**src/rtl/jogo_pkg.sv**
```systemverilog
`default_nettype none
// ============================================================================
// Module  : jogo_pkg
// Brief   : State codes, display constants and sizing helpers for the
//           memory-sequence game control unit.
// Rev     : 1.0
// ============================================================================
package jogo_pkg;

  // The enum values are the display codes themselves, so db_estado is the state.
  typedef enum logic [4:0] {
    S_INICIAL        = 5'h00,
    S_PREPARACAO     = 5'h01,
    S_INICIA_RODADA  = 5'h02,
    S_ESPERA_JOGADA  = 5'h03,
    S_REGISTRA       = 5'h04,
    S_COMPARACAO     = 5'h05,
    S_PROXIMO        = 5'h06,
    S_ULTIMA_RODADA  = 5'h07,
    S_PROXIMA_RODADA = 5'h08,
    S_MOSTRA_ACENDE  = 5'h09,
    S_FIM_ACERTOU    = 5'h0A,
    S_MOSTRA_APAGA   = 5'h0B,
    S_FIM_TIMEOUT    = 5'h0C,
    S_PROXIMO_MOSTRA = 5'h0D,
    S_FIM_ERROU      = 5'h0E,
    S_INICIA_JOGADA  = 5'h0F
  } estado_t;

  localparam logic [4:0] DB_INVALIDO = 5'h1F;

  function automatic int clog2(input int valor);
    int r;
    r = 0;
    while ((1 << r) < valor) r = r + 1;
    return (r < 1) ? 1 : r;
  endfunction

  function automatic int max3(input int a, input int b, input int c);
    int m;
    m = (a > b) ? a : b;
    return (m > c) ? m : c;
  endfunction

endpackage
`default_nettype wire

```
**src/rtl/unidade_controle_jogo_param_temporizador.sv**
```systemverilog
`default_nettype none
// ============================================================================
// Module  : temporizador_estado
// Brief   : Saturating up-counter with synchronous clear, used as state timer.
// Rev     : 1.0
// ============================================================================
module temporizador_estado #(
  parameter int W = 4
) (
  input  logic         clock,
  input  logic         reset,
  input  logic         limpa,
  input  logic         conta,
  output logic [W-1:0] valor
);

  logic [W-1:0] valor_q;
  logic [W-1:0] valor_d;

  always_comb begin
    valor_d = valor_q;
    if (limpa) begin
      valor_d = '0;
    end else if (conta && (valor_q != {W{1'b1}})) begin
      valor_d = valor_q + 1'b1;
    end
  end

  always_ff @(posedge clock or posedge reset) begin
    if (reset) begin
      valor_q <= '0;
    end else begin
      valor_q <= valor_d;
    end
  end

  assign valor = valor_q;

endmodule
`default_nettype wire

```
**src/rtl/unidade_controle_jogo_param.sv**
```systemverilog
`default_nettype none
// ============================================================================
// Module  : unidade_controle_jogo_param
// Brief   : Moore control unit for the memory-sequence game: shows the stored
//           sequence, collects moves, owns address/round/timer counters.
// Rev     : 1.0
// ============================================================================
module unidade_controle_jogo_param
  import jogo_pkg::*;
#(
  parameter int N_JOGADAS = 16,
  parameter int ADDR_W    = 4,
  parameter int T_TIMEOUT = 5000,
  parameter int T_LED_ON  = 1000,
  parameter int T_LED_OFF = 500
) (
  input  logic              clock,
  input  logic              reset,
  input  logic              iniciar,
  input  logic              jogada,
  input  logic              igual,
  input  logic              nivel,
  input  logic              modo_timeout_en,
  output logic [ADDR_W-1:0] endereco,
  output logic [ADDR_W-1:0] rodada,
  output logic              zeraR,
  output logic              registraR,
  output logic              mostra_led,
  output logic              jogada_ativa,
  output logic              acertou,
  output logic              errou,
  output logic              timeout,
  output logic              pronto,
  output logic [4:0]        db_estado
);

  localparam int TW = clog2(max3(T_TIMEOUT, T_LED_ON, T_LED_OFF));

  localparam logic [TW-1:0]     C_FIM_LED_ON  = TW'(T_LED_ON - 1);
  localparam logic [TW-1:0]     C_FIM_LED_OFF = TW'(T_LED_OFF - 1);
  localparam logic [TW-1:0]     C_FIM_TIMEOUT = TW'(T_TIMEOUT - 1);
  localparam logic [ADDR_W-1:0] C_ULT_RODADA_MAX = ADDR_W'(N_JOGADAS - 1);
  localparam logic [ADDR_W-1:0] C_ULT_RODADA_MIN = ADDR_W'(N_JOGADAS / 2 - 1);

  estado_t           estado_q, estado_d;
  logic [ADDR_W-1:0] endereco_q, endereco_d;
  logic [ADDR_W-1:0] rodada_q, rodada_d;
  logic              nivel_q, nivel_d;
  logic              modo_q, modo_d;
  logic [TW-1:0]     w_timer;
  logic              w_fim_t;
  logic [ADDR_W-1:0] w_ult_rodada;

  // Timer restarts on every state change so each state measures its own dwell.
  temporizador_estado #(.W(TW)) u_temporizador (
    .clock (clock),
    .reset (reset),
    .limpa (estado_d != estado_q),
    .conta (1'b1),
    .valor (w_timer)
  );

  assign w_fim_t      = modo_q && (w_timer == C_FIM_TIMEOUT);
  assign w_ult_rodada = nivel_q ? C_ULT_RODADA_MAX : C_ULT_RODADA_MIN;

  always_comb begin
    estado_d     = estado_q;
    endereco_d   = endereco_q;
    rodada_d     = rodada_q;
    nivel_d      = nivel_q;
    modo_d       = modo_q;
    zeraR        = 1'b0;
    registraR    = 1'b0;
    mostra_led   = 1'b0;
    jogada_ativa = 1'b0;
    acertou      = 1'b0;
    errou        = 1'b0;
    timeout      = 1'b0;
    pronto       = 1'b0;
    db_estado    = estado_q;
    case (estado_q)
      S_INICIAL: begin
        zeraR = 1'b1;
        if (iniciar) estado_d = S_PREPARACAO;
      end
      S_PREPARACAO: begin
        zeraR      = 1'b1;
        rodada_d   = '0;
        endereco_d = '0;
        nivel_d    = nivel;
        modo_d     = modo_timeout_en;
        estado_d   = S_INICIA_RODADA;
      end
      S_INICIA_RODADA: begin
        endereco_d = '0;
        estado_d   = S_MOSTRA_ACENDE;
      end
      S_MOSTRA_ACENDE: begin
        mostra_led = 1'b1;
        if (w_timer == C_FIM_LED_ON) estado_d = S_MOSTRA_APAGA;
      end
      S_MOSTRA_APAGA: begin
        if (w_timer == C_FIM_LED_OFF) begin
          estado_d = (endereco_q == rodada_q) ? S_INICIA_JOGADA : S_PROXIMO_MOSTRA;
        end
      end
      S_PROXIMO_MOSTRA: begin
        endereco_d = endereco_q + 1'b1;
        estado_d   = S_MOSTRA_ACENDE;
      end
      S_INICIA_JOGADA: begin
        endereco_d = '0;
        estado_d   = S_ESPERA_JOGADA;
      end
      S_ESPERA_JOGADA: begin
        jogada_ativa = 1'b1;
        if (jogada)       estado_d = S_REGISTRA;
        else if (w_fim_t) estado_d = S_FIM_TIMEOUT;
      end
      S_REGISTRA: begin
        registraR = 1'b1;
        estado_d  = S_COMPARACAO;
      end
      S_COMPARACAO: begin
        if (!igual)                       estado_d = S_FIM_ERROU;
        else if (endereco_q == rodada_q)  estado_d = S_ULTIMA_RODADA;
        else                              estado_d = S_PROXIMO;
      end
      S_PROXIMO: begin
        endereco_d = endereco_q + 1'b1;
        estado_d   = S_ESPERA_JOGADA;
      end
      S_ULTIMA_RODADA: begin
        estado_d = (rodada_q == w_ult_rodada) ? S_FIM_ACERTOU : S_PROXIMA_RODADA;
      end
      S_PROXIMA_RODADA: begin
        rodada_d = rodada_q + 1'b1;
        estado_d = S_INICIA_RODADA;
      end
      S_FIM_ACERTOU: begin
        acertou = 1'b1;
        pronto  = 1'b1;
        if (iniciar) estado_d = S_PREPARACAO;
      end
      S_FIM_ERROU: begin
        errou  = 1'b1;
        pronto = 1'b1;
        if (iniciar) estado_d = S_PREPARACAO;
      end
      S_FIM_TIMEOUT: begin
        timeout = 1'b1;
        pronto  = 1'b1;
        if (iniciar) estado_d = S_PREPARACAO;
      end
      default: begin
        db_estado = DB_INVALIDO;
        estado_d  = S_INICIAL;
      end
    endcase
  end

  always_ff @(posedge clock or posedge reset) begin
    if (reset) begin
      estado_q   <= S_INICIAL;
      endereco_q <= '0;
      rodada_q   <= '0;
      nivel_q    <= 1'b0;
      modo_q     <= 1'b0;
    end else begin
      estado_q   <= estado_d;
      endereco_q <= endereco_d;
      rodada_q   <= rodada_d;
      nivel_q    <= nivel_d;
      modo_q     <= modo_d;
    end
  end

  assign endereco = endereco_q;
  assign rodada   = rodada_q;

endmodule
`default_nettype wire
```
**config.mk**
```make
export PLATFORM = sky130hd
export DESIGN_NAME = unidade_controle_jogo_param
export DESIGN_NICKNAME = d
export VERILOG_FILES = /design/src/rtl/jogo_pkg.sv /design/src/rtl/unidade_controle_jogo_param_temporizador.sv /design/src/rtl/unidade_controle_jogo_param.sv
export SDC_FILE = /design/constraint.sdc
export NUM_CORES = 1
export LEC_CHECK = 0
export BUFFER_PORTS_ARGS = -buffer_cell sky130_fd_sc_hd__buf_2
export CORE_UTILIZATION = 40
export CTS_CLUSTER_DIAMETER = 80
export DETAILED_ROUTE_END_ITERATION = 10
export GPL_TIMING_DRIVEN = 0
export PLACE_DENSITY = 0.58
export SLEW_MARGIN = 10
export SYNTH_ARGS = -nofsm -noshare
export SYNTH_HDL_FRONTEND = slang
export SYNTH_HIERARCHICAL = 1
export SYNTH_SLANG_ARGS = --single-unit
```
**constraint.sdc**
```tcl
create_clock -name clock -period 3.45 [get_ports clock]
set_input_delay 0.1725 -clock clock [delete_from_list [all_inputs] [get_ports clock]]
set_output_delay 0.1725 -clock clock [all_outputs]
set_load 0.02 [all_outputs]
```
Yosys cells after proc, flatten, opt, wreduce, memory -nomap -nowiden
Cells that the tools add are included.
{"block": "totals", "reg_bits": 28, "latch_bits": 0, "ramBits": 0, "elab_cells": 69, "memories": 0, "mem_bits_ro": 0}
{"block": "op_classes", "div_mod_pow": 0, "n_eq_ne": 22, "n_addsub": 3, "n_bitwise": 0, "magnitude_cmp": 0, "n_mul": 0, "reduce_logical": 14, "n_mux": 24, "shift": 0}
{"cell": "$pmux W5 S10", "count": 1}
{"cell": "$eq A5 B4 Y1 const B", "count": 8}
{"cell": "$mux W5", "count": 6}
{"cell": "$mux W13", "count": 2}
{"cell": "$eq A5 B3 Y1 const B", "count": 4}
{"cell": "$pmux W4 S2", "count": 2}
{"cell": "$reduce_or A16 Y1", "count": 1}
{"cell": "$add A13 B1 Y13 const B", "count": 1}
{"cell": "$eq A13 B10 Y1 const B", "count": 1}
{"cell": "$eq A13 B13 Y1 const B", "count": 1}
{"cell": "$eq A13 B9 Y1 const B", "count": 1}
{"cell": "$ne A13 B13 Y1 const B", "count": 1}
{"cell": "$eq A5 B2 Y1 const B", "count": 2}
{"cell": "$reduce_or A2 Y1", "count": 5}
{"cell": "$mux W1", "count": 9}
{"cell": "$add A4 B1 Y4 const B", "count": 2}
{"cell": "$eq A4 B4 Y1", "count": 2}
{"cell": "$mux W4", "count": 2}
{"cell": "$reduce_bool A2 Y1", "count": 3}
{"cell": "$reduce_or A3 Y1", "count": 2}
{"cell": "$eq A5 B1 Y1 const B", "count": 1}
{"cell": "$logic_not A5 Y1", "count": 1}
{"cell": "$ne A5 B5 Y1", "count": 1}
{"cell": "$mux W2", "count": 2}
{"cell": "2 further kinds", "count": 2}

Longest topological paths before layout
{"block": "depth", "word_depth": 7, "mapped_depth": 9, "ltp_nobuf": 8}

By module
Netlist, hierarchy kept.
{"module": "unidade_controle_jogo_param", "cells_each": 150, "seq_area_each_um2": 375.4, "instances": 1, "area_per_inst_um2": 1249.9}
{"module": "temporizador_estado", "cells_each": 79, "seq_area_each_um2": 325.3, "instances": 1, "area_per_inst_um2": 737.0}

Worst setup path after synthesis
No wires, ideal clock.
{"block": "synth_timing", "path_type": "register -> register", "startpoint": "register estado_q[2]", "endpoint": "register u_temporizador.valor_q[4] (netlist: u_temporizador/valor[4])", "setup_ns": 0.134, "n_path_buf": 2, "arrival_ns": 2.335, "t_required_ns": 3.316, "path_stages_with_launch": 10, "slack_ns": 0.982, "synth_period_minus_slack_ns": 2.468, "cell_sequence": "dfrtp_1 buf_2 nand2b_1 nor3_1 nand3_1 and4bb_1 mux2_4 nand4_1 dlymetal6s2s_1 nor3_1"}
{"block": "synth_via", "elab_chain_cells": 5, "word_cells_on_any_way": 29}
{"element": "from (decl)", "line_no": "unidade_controle_jogo_param.sv:45", "rtl": "estado_t estado_q, estado_d;"}
{"element": "from (signal assigned)", "line_no": "unidade_controle_jogo_param.sv:170", "rtl": "estado_q <= estado_d;"}
{"element": "$eq A5 B4 Y1, or another cell as far along", "line_no": "unidade_controle_jogo_param.sv:81", "rtl": "case (estado_q)"}
{"element": "$reduce_or A4 Y1 (no line), or another cell as far along"}
{"element": "$pmux W5 S10", "line_no": "unidade_controle_jogo_param.sv:81"}
{"element": "$ne A5 B5 Y1 (*)", "line_no": "unidade_controle_jogo_param.sv:58", "rtl": ".limpa (estado_d != estado_q),"}
{"element": "$mux W13 / $reduce_bool A2 Y1 (equally long branches)"}
{"element": "to (signal assigned)", "line_no": "unidade_controle_jogo_param_temporizador.sv:33", "rtl": "valor_q <= valor_d;"}
{"element": "to (decl)", "line_no": "unidade_controle_jogo_param_temporizador.sv:17", "rtl": "logic [W-1:0] valor_q;"}
Every way passes the cells marked *; elsewhere a longest branch is shown, timed or not.
A chain may end at the register's enable or synchronous reset.

Worst setup path after layout
{"block": "layout_timing", "startpoint": "register u_temporizador.valor_q[3] (netlist: u_temporizador/valor[3])", "endpoint": "register u_temporizador.valor_q[4] (netlist: u_temporizador/valor[4])"}
{"block": "layout_via", "elab_chain_cells": 7, "word_cells_on_any_way": 15}
{"element": "$eq A13 B13 Y1", "line_no": "unidade_controle_jogo_param.sv:63", "rtl": "assign w_fim_t = modo_q && (w_timer == C_FIM_TIMEOUT);"}
{"element": "$logic_and A1 B1 Y1", "line_no": "unidade_controle_jogo_param.sv:63"}
{"element": "$mux W5", "line_no": "unidade_controle_jogo_param.sv:118", "rtl": "else if (w_fim_t) estado_d = S_FIM_TIMEOUT;"}
{"element": "$mux W5", "line_no": "unidade_controle_jogo_param.sv:117", "rtl": "if (jogada) estado_d = S_REGISTRA;"}
{"element": "$pmux W5 S10", "line_no": "unidade_controle_jogo_param.sv:81"}
{"element": "$ne A5 B5 Y1", "line_no": "unidade_controle_jogo_param.sv:58"}
{"element": "$mux W13 / $reduce_bool A2 Y1 (equally long branches)"}
Several ways; a longest one is shown, not always the timed one. The select of a mux whose other input is x is not followed.

==> flow_summary.yaml <==
status:
  outcome: "completed"
sta:
  fin_tns_setup_ps: 0
  setup_viol: 0
  worstMarginPinSlew_ps: 621
  skew_ps: 5.46
  rsz0062_at_grt: "false"
  finalWorstSetupSlack_ps: 717
  period_needed_ps: 2730
  slew_headroom_pct: 58.5
  finalCritPeriodShare_pct: 79.2
  finalHoldViolCount: 0
  drv_slew: 0
  timing.fmax_ghz: 0.366
drt:
  firstDrtPassIters: 4
  wl_um: 4650
  avgRoutedWirePerCell_um: 14.0
  drcViolationCount: 0
  vias: 1804
  ant_nets: 0
  via_per_inst: 5.43
  drtIter0Drc: 133
layout:
  syn2layout_area_growth_pct: 15.9
  antenna_cells: 0
  layout_commonest_cell: "buf_2"
  fin_nets: 276
  fin_util_pct: 48.4
  final_cell_mix: "buf_2 (30), dfrtp_1 (28), nand2_1 (21)"
  fillers: 492
  final_cells: 332
  seq_area_sq_um: 701
  multi_input_area_sq_um: 1210
  layout-drive-gt1-share_pct: 19.6
yosys:
  synth-seq-cells: 28
  yosys_warnings: 6
  avgSynthCellArea_sq_um: 8.68
  synthArstFlopShare_pct: 100
  ys_types: 60
  synth_seq_area_share_pct: 35.3
  synth_edf_count: 0
  syn_inst: 229
  synth_area_sq_um: 1990
  ys.flop_type: "dfrtp_1"
critical_path:
  worstRegToRegCells: 8
  start_kind: "flip-flop"
  required_ps: 3600
  end_kind: "flip-flop"
  timing.rr.start: "u_temporizador/valor[3]"
  regToRegSetupSlack_ps: 720
  cp.arrival_ps: 2890
  cp_max_fo: 10
  r2r-end: "u_temporizador/valor[4]"
  worstSetupPathType: "flip-flop to flip-flop"
cts:
  cts.hold.buffers_added: 1
  clockBufferDepth: 2
  cts_resized: 0
  worstSkewPairLatency_ps: 280
  h-tree-depth: 1
  cts_tree: "built"
  root_buffer: "clkbuf_8"
  cts_sinks: 28
  cts.clk_slew.worst_paths_ps: 100
  postCtsSetupBuffers: 0
  cts_made_buffers: 3
place:
  hpwl_um: 3530
  io_buffers: 27
  dpl_worst_slack_ps: 721
  gp_congestion: 0.877
  dpl.cell_count: 327
global_routing:
  grt_pass1_wl_um: 7900
  antenna_found_initial: 0
  grt_max_degree: 17
  track_usage_pct: 19.0
  grt_pass1_vias: 1686
  grt_remaining_overflow: 0
hold_path:
  hold_class: "input pin to flip-flop"
  hold_path_depth: 2
  holdCritStartpoint: "modo_timeout_en"
  hold_end: "modo_q"
floorplanning:
  dieArea_sq_um: 5250
  start_util_pct: 41.8
  coreArea_sq_um: 4750
  fp-row-count: 25
  io_pins: 28
  die-width_um: 72.5
  die_y_um: 72.5
power:
  p_total_mw: 1.18
  ir_drop_v: 0.000176
  p_leak_nw: 1.02
  p_per_area_nw_per_um2: 512
run:
  cap_violations: 0
## cell usage after synthesis (2+ instances only)
cell type	instances	area [sq um]
a21oi_1	15	75.1
conb_1	2	7.51
or4_1	3	22.5
a21o_1	2	15.0
inv_1	10	37.5
and2_1	2	12.5
buf_2	3	15.0
ha_1	3	37.5
nor4_4	3	63.8
mux2i_1	2	20.0
nor2_1	15	56.3
or2_2	3	18.8
nand3_1	7	35.0
a31oi_1	3	18.8
xor2_1	8	70.1
nand2b_1	5	31.3
dfrtp_1	28	701
or3_1	6	37.5
mux2_2	4	45.0
nor3b_1	2	15.0
nand4bb_1	2	22.5
o21ai_0	15	75.1
nand2_1	21	78.8
nor2b_1	6	37.5
nor3_1	13	65.1
nand4b_1	2	17.5
nand3b_1	2	15.0
nand4_1	6	37.5
clkbuf_1	3	11.3
o31ai_1	3	22.5
## stage by stage
step / hold WS (ps) / cell area (sq um)
after floorplan: 49.5 / 2000
after global placement: 243 / 2220
after detailed placement: 240 / 2220
after CTS: 122 / 2300
after global routing: 122 / 2300
final: 124 / 2300
## area by class of cell
class | instances | share of cell area (%)
tap | 67 | 3.64
buffer | 9 | 2.50
sequential | 28 | 30.4
clock buffer | 3 | 1.79
clock inverter | 1 | 1.30
inverter | 10 | 1.63
multi-input combinational | 186 | 52.4
timing repair buffer | 28 | 6.30
## power by group
part / leakage (nW) / switching (mW) / internal, mW
Clock: 0.0357 / 0.110 / 0.155
Combinational: 0.602 / 0.289 / 0.198
Sequential: 0.382 / 0.0569 / 0.370
## kinds of logic after synthesis
logic type,count (synthesis),share of synthesized area (%)
simple gates,110,33.8
compound gates,50,15.4
flops,28,35.3
buf+inv,19,4.79
xor+xnor,9,3.97
mux,7,4.03
fa+ha+maj,4,2.39
other cells,2,0.378
## sequential cells by signal, indices dropped and copies added (netlist names)
name                  flops
u_temporizador/valor     13
estado_q                  5
endereco                  4
rodada                    4
modo_q                    1
nivel_q                   1
## metal layers
layer | share of wire, % | GRT usage, %
met1 | 48 | 25.5
met2 | 47 | 31.8
met3 | 3.6 | 2.50
met4 | 1.3 | 6.32
met5 | 0 | 0
## worst max path at each step
stage	start	endpoint	cells past startpoint
2_1_floorplan	estado_q[2]	u_temporizador/valor[4]	9
3_3_place_gp	u_temporizador/valor[3]	u_temporizador/valor[4]	8
3_5_place_dp	u_temporizador/valor[3]	u_temporizador/valor[4]	8
4_1_cts	u_temporizador/valor[3]	u_temporizador/valor[4]	8
5_1_grt	rodada[3]	u_temporizador/valor[8]	8
6_report	u_temporizador/valor[3]	u_temporizador/valor[4]	8
## critical path, cell delays in order (launching register included)
cell and delay [ps]:
dfrtp_1 450, nand4b_1 300, nor4_4 410, nor2b_1 120, and4bb_1 310, mux2_4 300, nand4_1 220, dlymetal6s2s_1 390
nor3_1 110
Note: power is estimated with default switching activity, not from simulation.
